===== config.mk =====
export PLATFORM = sky130hd
export DESIGN_NAME = mem_responder
export DESIGN_NICKNAME = d
export VERILOG_FILES = /design/src/rtl/mem_pkg.sv /design/src/rtl/mem_responder_array.sv /design/src/rtl/mem_responder.sv
export SDC_FILE = /design/constraint.sdc
export NUM_CORES = 1
export LEC_CHECK = 0
export ABC_CLOCK_PERIOD_IN_PS = 3190
export BUFFER_PORTS_ARGS = -buffer_cell sky130_fd_sc_hd__buf_2
export CAP_MARGIN = 20
export CORE_ASPECT_RATIO = 1.25
export CORE_UTILIZATION = 30
export CTS_CLUSTER_DIAMETER = 120
export DETAILED_ROUTE_END_ITERATION = 8
export GPL_ROUTABILITY_DRIVEN = 1
export PLACE_DENSITY_LB_ADDON = 0.1
export SLEW_MARGIN = 10
export SYNTH_ARGS = -nofsm -noshare
export SYNTH_HDL_FRONTEND = slang
export SYNTH_SLANG_ARGS = --single-unit
export TNS_END_PERCENT = 30

===== constraint.sdc =====
create_clock -name clk -period 3.19 [get_ports clk]
set_input_delay 0.638 -clock clk [delete_from_list [all_inputs] [get_ports clk]]
set_output_delay 0.638 -clock clk [all_outputs]
set_load 0.05 [all_outputs]

===== src/rtl/mem_pkg.sv =====
// Shared types and constants for the memory responder.
// Holds the FSM state enum, width defaults and a saturating increment.
package mem_pkg;

  localparam int ADDR_W_DEF = 5;
  localparam int DATA_W_DEF = 32;
  localparam int CNT_W      = 4;
  localparam int PERF_W     = 16;

  typedef enum logic [1:0] {
    IDLE = 2'd0,
    WAIT = 2'd1,
    RESP = 2'd2
  } state_e;

  function automatic logic [PERF_W-1:0] sat_inc(input logic [PERF_W-1:0] v);
    return (&v) ? v : v + 1'b1;
  endfunction

endpackage


===== src/rtl/mem_responder_array.sv =====
// Word-addressed storage: synchronous write, asynchronous read, no reset.
module mem_responder_array
  import mem_pkg::*;
#(
  parameter int ADDR_W = ADDR_W_DEF,
  parameter int DATA_W = DATA_W_DEF
) (
  input  logic              clk,
  input  logic              we,
  input  logic [ADDR_W-1:0] addr,
  input  logic [DATA_W-1:0] wdata,
  output logic [DATA_W-1:0] rdata
);

  logic [DATA_W-1:0] mem_q [2**ADDR_W];

  always_ff @(posedge clk) begin
    if (we) begin
      mem_q[addr] <= wdata;
    end
  end

  assign rdata = mem_q[addr];

endmodule


===== src/rtl/mem_responder.sv =====
// Fixed-latency memory responder with request/response valid-ready handshakes.
// Optional MEM_RESP_PERF_EN adds saturating rd_count/wr_count outputs.
module mem_responder
  import mem_pkg::*;
#(
  parameter int ADDR_W  = ADDR_W_DEF,
  parameter int DATA_W  = DATA_W_DEF,
  parameter int LATENCY = 3
) (
  input  logic              clk,
  input  logic              rst_n,
  input  logic              req_valid,
  output logic              req_ready,
  input  logic              req_wr,
  input  logic [ADDR_W-1:0] req_addr,
  input  logic [DATA_W-1:0] req_wdata,
  output logic              resp_valid,
  input  logic              resp_ready,
  output logic              resp_wr,
  output logic [DATA_W-1:0] resp_rdata
`ifdef MEM_RESP_PERF_EN
  ,
  output logic [PERF_W-1:0] rd_count,
  output logic [PERF_W-1:0] wr_count
`endif
);

  generate
    if (LATENCY < 1 || LATENCY > (1 << CNT_W) - 1) begin : g_bad_latency
      $error("mem_responder: LATENCY must be within 1..15");
    end
  endgenerate

  state_e            state_q;
  logic [CNT_W-1:0]  cnt_q;
  logic              wr_q;
  logic [ADDR_W-1:0] addr_q;
  logic [DATA_W-1:0] wdata_q;
  logic              req_ready_q;
  logic              resp_valid_q;
  logic              resp_wr_q;
  logic [DATA_W-1:0] resp_rdata_q;

  logic              accept;
  logic              arr_we;
  logic [ADDR_W-1:0] arr_addr;
  logic [DATA_W-1:0] arr_rdata;

  // The write commits on the acceptance edge, so a later read sees it.
  assign accept   = req_valid && req_ready_q;
  assign arr_we   = accept && req_wr;
  assign arr_addr = req_ready_q ? req_addr : addr_q;

  mem_responder_array #(
    .ADDR_W (ADDR_W),
    .DATA_W (DATA_W)
  ) u_array (
    .clk   (clk),
    .we    (arr_we),
    .addr  (arr_addr),
    .wdata (req_wdata),
    .rdata (arr_rdata)
  );

  always_ff @(posedge clk or negedge rst_n) begin
    if (!rst_n) begin
      state_q      <= IDLE;
      cnt_q        <= '0;
      wr_q         <= 1'b0;
      addr_q       <= '0;
      wdata_q      <= '0;
      req_ready_q  <= 1'b1;
      resp_valid_q <= 1'b0;
      resp_wr_q    <= 1'b0;
      resp_rdata_q <= '0;
    end else begin
      case (state_q)
        IDLE: begin
          if (accept) begin
            state_q     <= WAIT;
            req_ready_q <= 1'b0;
            cnt_q       <= CNT_W'(LATENCY - 1);
            wr_q        <= req_wr;
            addr_q      <= req_addr;
            wdata_q     <= req_wdata;
          end
        end
        WAIT: begin
          if (cnt_q == '0) begin
            state_q      <= RESP;
            resp_valid_q <= 1'b1;
            resp_wr_q    <= wr_q;
            resp_rdata_q <= wr_q ? wdata_q : arr_rdata;
          end else begin
            cnt_q <= cnt_q - 1'b1;
          end
        end
        RESP: begin
          if (resp_ready) begin
            state_q      <= IDLE;
            resp_valid_q <= 1'b0;
            req_ready_q  <= 1'b1;
          end
        end
        default: begin
          state_q      <= IDLE;
          req_ready_q  <= 1'b1;
          resp_valid_q <= 1'b0;
        end
      endcase
    end
  end

  assign req_ready  = req_ready_q;
  assign resp_valid = resp_valid_q;
  assign resp_wr    = resp_wr_q;
  assign resp_rdata = resp_rdata_q;

`ifdef MEM_RESP_PERF_EN
  logic [PERF_W-1:0] rd_cnt_q;
  logic [PERF_W-1:0] wr_cnt_q;

  always_ff @(posedge clk or negedge rst_n) begin
    if (!rst_n) begin
      rd_cnt_q <= '0;
      wr_cnt_q <= '0;
    end else if (accept) begin
      if (req_wr) begin
        wr_cnt_q <= sat_inc(wr_cnt_q);
      end else begin
        rd_cnt_q <= sat_inc(rd_cnt_q);
      end
    end
  end

  assign rd_count = rd_cnt_q;
  assign wr_count = wr_cnt_q;
`endif

endmodule


Word level (Yosys, flattened, before mapping) --
Memory sizes are Yosys's and may differ from the RTL's. Cells that the tools add are included.
Word-level totals: register bits 79, latch bits 0, RAM bits 1024, bits in read-only memories 0, input port bits 42, output and inout port bits 35, word-level logic and storage cells 47, memories kept 1
Operators by class: add/subtract/negate cells 1, $mul 0, divide/modulo/power cells 0, magnitude comparators 0, equality and inequality tests 6, shifts and indexed selects 0, muxes and demuxes 17, bitwise operators 2, reductions and logical operators 11
Memories:
- u_array.mem_q | words 32, width 32, rd ports 1, clocked after Yosys merged registers in 0, write ports 1, line mem_responder_array.sv:15 | logic [DATA_W-1:0] mem_q [2**ADDR_W];
Operators by type and width (count):
- 32-bit two-way mux | 1
- 3-bit AND reduction | 4
- 4-bit two-way mux | 2
- 2-bit inequality test, second input constant | 4
- 4-bit case mux with 2 select lines | 1
- 1-bit two-way mux | 6
- 2-bit two-way mux | 3
- 1-bit case mux with 3 select lines | 2
- 2-bit case mux with 3 select lines | 1
- 5-bit two-way mux | 1
- 4-bit zero test | 1
- 2-bit AND reduction | 2
- 4-bit by 1-bit subtractor with 4-bit output, second input constant | 1
- 2-bit by 1-bit equality test with 1-bit output, second input constant | 1
- 2-bit equality test, second input constant | 1
- 1-bit logical AND | 2
- 2-bit zero test | 1
- 1-bit NOT | 2
- 2-bit nonzero test | 1

Longest topological paths before layout --
Gate-level depths: netlist of the first run.
word-level depth 4, depth in mapped cells 11, depth with buffers taken out 8

Hierarchy --
Synthesis of the first run repeated with hierarchy kept, for this count alone.
Unflattened totals: cells, all modules 2311, area, all modules 42736.0 um2
By module, submodules not included:
- mem_responder_array | times used 1, cells an instance 2075, area each 39101.3 um2, seq. area each 30749.5 um2
- mem_responder | times used 1, cells an instance 236, area each 3634.7 um2, seq. area each 1978.1 um2

Worst setup path before layout of the first run --
Ideal clock, no wire load.
kind flip-flop to flip-flop, start point register req_ready_q (netlist: req_ready), end point memory u_array.mem_q[0][0] in the netlist's numbering (enable), library setup time 421 ps, arrival time 3184 ps, required time 2769 ps, setup slack -415 ps, cell stages (with the launch flop) 8, path buffers 3, period minus slack after synthesis 3605 ps, cells stage by stage dfstp_2 -> buf_6 -> buf_4 -> buf_4 -> nor2b_1 -> a21oi_1 -> nand2_1 -> nor2_1
Between the ends: cells in the longest elaborated chain, start to end 4, elaborated cells between the ends (all ways) 5, those cells by class mux (3); reduce/logical (2)
Ends and longest elaborated chain:
- from (decl) | line mem_responder.sv:39 | logic req_ready_q;
- from (signal assigned) | line mem_responder.sv:72 | req_ready_q <= 1'b1;
- from (signal assigned) | line mem_responder.sv:81 | req_ready_q <= 1'b0;
- from (signal assigned) | line mem_responder.sv:102 | req_ready_q <= 1'b1;
- 1-bit logical AND | line mem_responder.sv:50 | assign accept = req_valid && req_ready_q;
- 1-bit logical AND | line mem_responder.sv:51 | assign arr_we = accept && req_wr;
- 1-bit two-way mux | line mem_responder_array.sv:18 | if (we) begin
- 1-bit two-way mux (not written as such) | line mem_responder_array.sv:19 | mem_q[addr] <= wdata;
- to (decl) | line mem_responder_array.sv:15
Parallel ways exist; a longest one is shown, timed or not.

Final worst setup path of the first run --
start point register req_ready_q (netlist: req_ready), end point register resp_rdata_q[4] (netlist: resp_rdata[4])
Between the ends: cells in the longest elaborated chain, start to end 3
Ends and longest elaborated chain:
- 5-bit two-way mux | line mem_responder.sv:52 | assign arr_addr = req_ready_q ? req_addr : addr_q;
- memory 32 x 32 bit
- 32-bit two-way mux | line mem_responder.sv:93 | resp_rdata_q <= wr_q ? wdata_q : arr_rdata;
- to (signal assigned) | line mem_responder.sv:93
- to (decl) | line mem_responder.sv:42 | logic [DATA_W-1:0] resp_rdata_q;
No other way between the ends. A chain may end at the register's enable or synchronous reset.

==> out/qor.txt, run 1 <==
Outcome = finished clean
HPWL after DPL = 78400 microns
Netlist cell types = 56
Seq/Total Area, Yosys = 78.8%
Pint = 28.4 mW
Seq pwr share = 39.3%
Hold WS = 0.185 ns
Max H-tree Level = 3
Pwr dens = 857 nW/um^2
CTS Sinks = 1103
Die height = 418 microns
Total wire length = 130000 microns
Proportion of layout cells with a drive suffix above 1 = 18.3%
Worst-Margin Slew = 1.01 ns
Post-layout min period = 3.06 ns
VDD IR max = 0.000550 V
Final setup fails = 0
Crit path max-delay cell type = dfstp_2
Pwr Total = 42.6 mW
Wirelength per Cell = 28.4 microns
Nets = 2685
Worst-path clk slew = 0.07 ns
Syn Std Cell Area = 41500 sq um
IO Count = 77
Antenna violations before repair = 11
Crit-path max FO = 31
Min-delay worst type = in -> reg
Syn nets = 2483
Most frequent cells in the layout = edfxtp_1, a22oi_1, mux2i_1, a21oi_1, buf_4
# rows = 152
Final Skew = 0.0378 ns
Count of flip-flops with a built-in enable after synthesis = 1024
Final worst slack = 0.132 ns
Place WS = -0.225 ns
Mapped Cells = 2439
Max incr delay on CP = 0.72 ns
Area Growth Syn to Fin = 19.6%
P_sw = 14.2 mW
Vias in the first global route = 23900
Clock buffer depth = 3
Worst-Skew Late Latency = 0.73 ns
Fin crit share = 95.9%
Critical path class = reg -> reg
Routability Congestion = 0.773
Crit end category = flip-flop
Fin. max-slew vios = 0
Critical path arrival = 3.63 ns
Bufs and invs on worst path = 2
Grt total ovfl = 0
RSZ-0062 raised after global routing = no
CTS tree = yes
Slew HR = 32.0%
Most used cell, CP = buf_12
Initial Utilization = 30.2%
Yosys reg bits = 1103
Most common library cell in the layout ignoring fill and taps = edfxtp_1
Die ar. = 140000 sq um
First-pass GRT wire length = 184000 microns
CTS buffer count = 112
Largest net degree at the start of global routing = 47
Startpoint types = flip-flop
Synth Flop Type = edfxtp_1
Port Buffers = 76
Switching share of total power = 33.3%
Max Cap Viol = 0
Cell family with most CP delay = flip-flops
DRC viols = 0
Pleak = 15.9 nW
Clock root cell = clkbuf_16
Syn_area_per_cell = 17.0 sq um
Layout Utilization = 36.2%
Core Box Area = 137000 sq um
Die Wd = 335 microns
Pre-antenna DRT Iters = 5
Vias per cell = 5.07
Fill cells = 13000
Clock Power Share = 32.2%
Initial DRC count = 1865
Final ANT Viol Nets = 0
Final hold violations = 0
Cells along the critical path = mux2_4, buf_12, buf_12, mux2i_1, o22ai_1, nor4_1, a31oi_1
Total global-route track usage = 18.6%
Ys Warns = 0
Vias = 23300
Synth async-reset ratio = 7.16%
CP required = 3.76 ns
Fmax = 327 MHz
Comb power frac = 28.5%
==> cells by family after synthesis <==
group,count (synthesis),synth area share [%]
multiplexers,195,4.98
buffers and inverters,157,1.69
XOR/XNOR,2,0.0422
flip-flops,1103,78.8
AO/OA/AOI/OAI,666,10.6
adder cells (fa/ha/maj),2,0.0602
AND/OR/NAND/NOR,314,3.82
==> final timing paths <==
| check | startpoint | endpoint | slack [ns] | depth (start not counted) |
|---|---|---|---|---|
| setup / recovery | req_ready$_DFFE_PN1P_ | resp_rdata[4]$_DFFE_PN0P_ | 0.13 | 7 |
| hold / removal | req_valid | req_ready$_DFFE_PN1P_ | 0.18 | 2 |
| setup reg to reg | req_ready$_DFFE_PN1P_ | resp_rdata[4]$_DFFE_PN0P_ | 0.13 | 7 |
| hold reg to reg | wdata_q[27]$_DFFE_PN0P_ | wdata_q[27]$_DFFE_PN0P_ | 0.50 | 1 |
| max in group asynchronous | rst_n | resp_rdata[14]$_DFFE_PN0P_ | 2.07 | 3 |
| min in group asynchronous | rst_n | wdata_q[11]$_DFFE_PN0P_ | 0.43 | 2 |
==> registers in the layout, summed over array words and instances (netlist names) <==
signal         count
addr_q             5
cnt_q              4
req_ready          1
resp_rdata        32
resp_valid         1
resp_wr            1
state_q            2
u_array.mem_q   1024
wdata_q           32
wr_q               1
==> cells in the mapped netlist (all sizes together), types with 4 or more instances <==
master  instances  area share, %
a21oi         146            1.8
a22oi         318            5.7
a31oi          25           0.39
buf            69           0.89
clkbuf         82           0.74
dfrtp          78            4.7
edfxtp       1024             74
inv             6          0.054
mux2           39            1.1
mux2i         151            3.6
mux4            5           0.27
nand2         113            1.0
nand2b          9           0.14
nand3          31           0.37
nand3b         32           0.58
nor2           44           0.40
nor2b           5          0.075
nor3           25           0.31
nor4           33           0.50
o211ai         31           0.56
o21ai          71           0.88
o22ai          62           0.96
o32ai           4          0.084
or4             7           0.13
==> area by class of cell <==
cell class / instances / area (sq um) / share of cell area, %
antenna: 4 / 10.0 / 0.0202
multi-input combinational: 1179 / 8570 / 17.3
timing repair buffer: 239 / 2180 / 4.40
clock inverter: 71 / 857 / 1.73
tap: 1848 / 2310 / 4.66
clock buffer: 140 / 2970 / 5.98
inverter: 6 / 22.5 / 0.0454
sequential: 1103 / 32700 / 65.9
==> stage by stage <==
| stage | setup TNS (ns) | area, sq um | instances |
|---|---|---|---|
| CTS | 0 | 49600 | 4586 |
| global route | 0 | 49600 | 4587 |
| global placement | -0.244 | 45800 | 4374 |
| finish | 0 | 49700 | 4590 |
| floorplan | -146.44 | 41500 | 2439 |
| detailed placement | -0.326 | 45800 | 4374 |
==> power groups by stage <==
stage                     logic, mW  registers, mW  clock network (mW)
after floorplan                6.58           17.4                   0
after global placement         12.3           17.0                   0
after detailed placement       12.3           17.0                   0
after CTS                      12.4           16.7                14.1
after global routing           13.0           16.8                14.6
final                          12.1           16.7                13.7
==> per-layer routing <==
metal  share of wire (%)  vias to the layer above  GRT usage [%]
li1                    -                    10300              -
met1                  42                    12300           23.4
met2                  52                      516           33.2
met3                 3.5                      158           2.06
met4                 2.4                        2           5.67
met5               0.010                        -              0
==> what timing repair did <==
action / CTS / global route
endpoints found under the setup margin: 1 / 2
cloned: 0 / 0
pin swaps: 0 / 0
buffers inserted: 0 / 0
gates resized for setup: 1 / 2
hold buffers: 1 / 0
hold endpoints to repair: 23 / 0
Power figures use the tool's default switching activity.
==> run 2, diff against run 1 <==
--- a/config.mk
+++ b/config.mk
@@ -5,7 +5,7 @@
 export SDC_FILE = /design/constraint.sdc
 export NUM_CORES = 1
 export LEC_CHECK = 0
-export ABC_CLOCK_PERIOD_IN_PS = 3190
+export ABC_CLOCK_PERIOD_IN_PS = 3700
 export BUFFER_PORTS_ARGS = -buffer_cell sky130_fd_sc_hd__buf_2
 export CAP_MARGIN = 20
 export CORE_ASPECT_RATIO = 1.25
@@ -13,7 +13,7 @@
 export CTS_CLUSTER_DIAMETER = 120
 export DETAILED_ROUTE_END_ITERATION = 8
 export GPL_ROUTABILITY_DRIVEN = 1
-export PLACE_DENSITY_LB_ADDON = 0.1
+export PLACE_DENSITY = 0.46
 export SLEW_MARGIN = 10
 export SYNTH_ARGS = -nofsm -noshare
 export SYNTH_HDL_FRONTEND = slang
==> constraint.sdc (replaced) <==
create_clock -name clk -period 3.7 [get_ports clk]
set_input_delay 0.74 -clock clk [delete_from_list [all_inputs] [get_ports clk]]
set_output_delay 0.74 -clock clk [all_outputs]
set_load 0.05 [all_outputs]
==> run 2 against run 1 <==
Sequential share of layout area is 0.95 points higher. Count of clock-buffer cells in the layout up 2. Power shrank 16%. Die area stayed put. Sequential cell count unchanged. Register-to-register slack better by 0.32 ns. Sequential power decreased by 14%. Final cell count down 1.2%. Critical path depth unchanged. Non-clock buffer count down 40. Design area down 1.4%.
==> out/qor.txt, run 2 (synthesis results as in run 1) <==
Post-layout min period = 3.25 ns
CTS tree = yes
HPWL after DPL = 75800 microns
Final setup fails = 0
Startpoint types = flip-flop
Grt total ovfl = 0
Worst-Skew Late Latency = 0.72 ns
Pleak = 15.6 nW
Outcome = finished clean
First-pass GRT wire length = 181000 microns
DRC viols = 0
Crit end category = flip-flop
Final worst slack = 0.452 ns
Port Buffers = 76
CTS Sinks = 1103
Total global-route track usage = 18.2%
Fin. max-slew vios = 0
Initial DRC count = 2042
IO Count = 77
Wirelength per Cell = 28.3 microns
Fin crit share = 87.8%
Area Growth Syn to Fin = 17.9%
Most common library cell in the layout ignoring fill and taps = edfxtp_1
Vias in the first global route = 23800
DP Cell Count = 4335
Largest net degree at the start of global routing = 72
# rows = 152
CTS hold repair buffers = 0
Hold WS = 0.0883 ns
Pwr Total = 35.7 mW
# resized after CTS = 0
Crit-path max FO = 46
Die ar. = 140000 sq um
Final ANT Viol Nets = 0
CTS buffer count = 104
Pre-antenna DRT Iters = 7
Slew HR = 29.1%
Max reg flops = 1024
Total wire length = 128000 microns
Critical path class = reg -> reg
Fmax = 308 MHz
Max H-tree Level = 3
RR Startpoint = req_ready$_DFFE_PN1P_
Antenna violations before repair = 18
RSZ-0062 raised after global routing = no
CP required = 4.28 ns
Die Wd = 335 microns
Min-delay worst type = in -> async
Proportion of layout cells with a drive suffix above 1 = 17.0%
Nets = 2637
Final hold violations = 0
Vias per cell = 5.18
Vias = 23500
Setup bufs post-CTS = 0
Most frequent cells in the layout = edfxtp_1, a22oi_1, mux2i_1, a21oi_1, nand2_1
Worst-path clk slew = 0.06 ns
Clock buffer depth = 3
Clock root cell = clkbuf_16
Core Box Area = 137000 sq um
VDD IR max = 0.000563 V
Place WS = 0.433 ns
Reg with most FFs = u_array.mem_q
Layout Cells excl Fill = 4537
Pwr dens = 728 nW/um^2
Layout Utilization = 35.6%
Setup crit start = req_ready$_DFFE_PN1P_
Routability Congestion = 0.792
Die height = 418 microns
Critical path arrival = 3.82 ns
Final Skew = 0.0240 ns
Max Cap Viol = 0
Initial Utilization = 30.2%
Worst-Margin Slew = 1.06 ns
==> run 2: changes by cell type in the layout (fill, tap and decap cells not counted), sizes merged, moves of 2 or more <==
cell      change
inv           -2
bufinv        -4
clkinv       -11
diode         +4
clkbuf        +2
clkinvlp      -2
buf          -39
==> run 2: area by class of cell <==
class | instances | area [sq um]
clock inverter | 52 | 608
inverter | 6 | 22.5
fill | 13000 | 88400
antenna | 8 | 20.0
tap | 1848 | 2310
timing repair buffer | 199 | 1810
multi-input combinational | 1179 | 8560
sequential | 1103 | 32700
clock buffer | 142 | 2890
==> run 2: worst paths after layout <==
path	endpoint	slack (ns)	cells past startpoint
max	resp_rdata[16]$_DFFE_PN0P_	0.45	7
min	resp_rdata[25]$_DFFE_PN0P_	0.09	1
max reg2reg	resp_rdata[16]$_DFFE_PN0P_	0.45	7
min reg2reg	wdata_q[6]$_DFFE_PN0P_	0.50	1
max in group asynchronous	resp_rdata[21]$_DFFE_PN0P_	2.83	2
min in group clk	req_ready$_DFFE_PN1P_	0.28	2
==> run 2: critical path: stages, from the launching register on <==
cell     delay, ns
dfstp_2       0.82
mux2_8        0.60
buf_4         0.32
mux2i_1       0.19
o21ai_0       0.10
or4_1         0.61
nor4_1        0.27
a21oi_1       0.11
==> run 2: per-stage QoR <==
step / cell area (sq um) / TNS, ns
after global routing: 48900 / 0
final: 48900 / 0
after CTS: 48900 / 0
after detailed placement: 45400 / 0
after global placement: 45400 / -0.924
after floorplan: 41500 / 0
==> run 2: layer usage <==
layer / up-vias / track usage (%) / routed length (microns)
met3: 188 / 3.00 / 7880
met2: 771 / 31.6 / 65300
met4: 8 / 7.17 / 4510
met5: - / 0 / 44
met1: 12300 / 22.6 / 50800
li1: 10200 / - / -
==> run 2: power breakdown <==
group	total (mW)	switching [mW]	internal [mW]
registers	14.4	0.414	14.0
clock network	11.0	4.65	6.37
logic	10.2	6.87	3.32
total	35.7	11.9	23.7
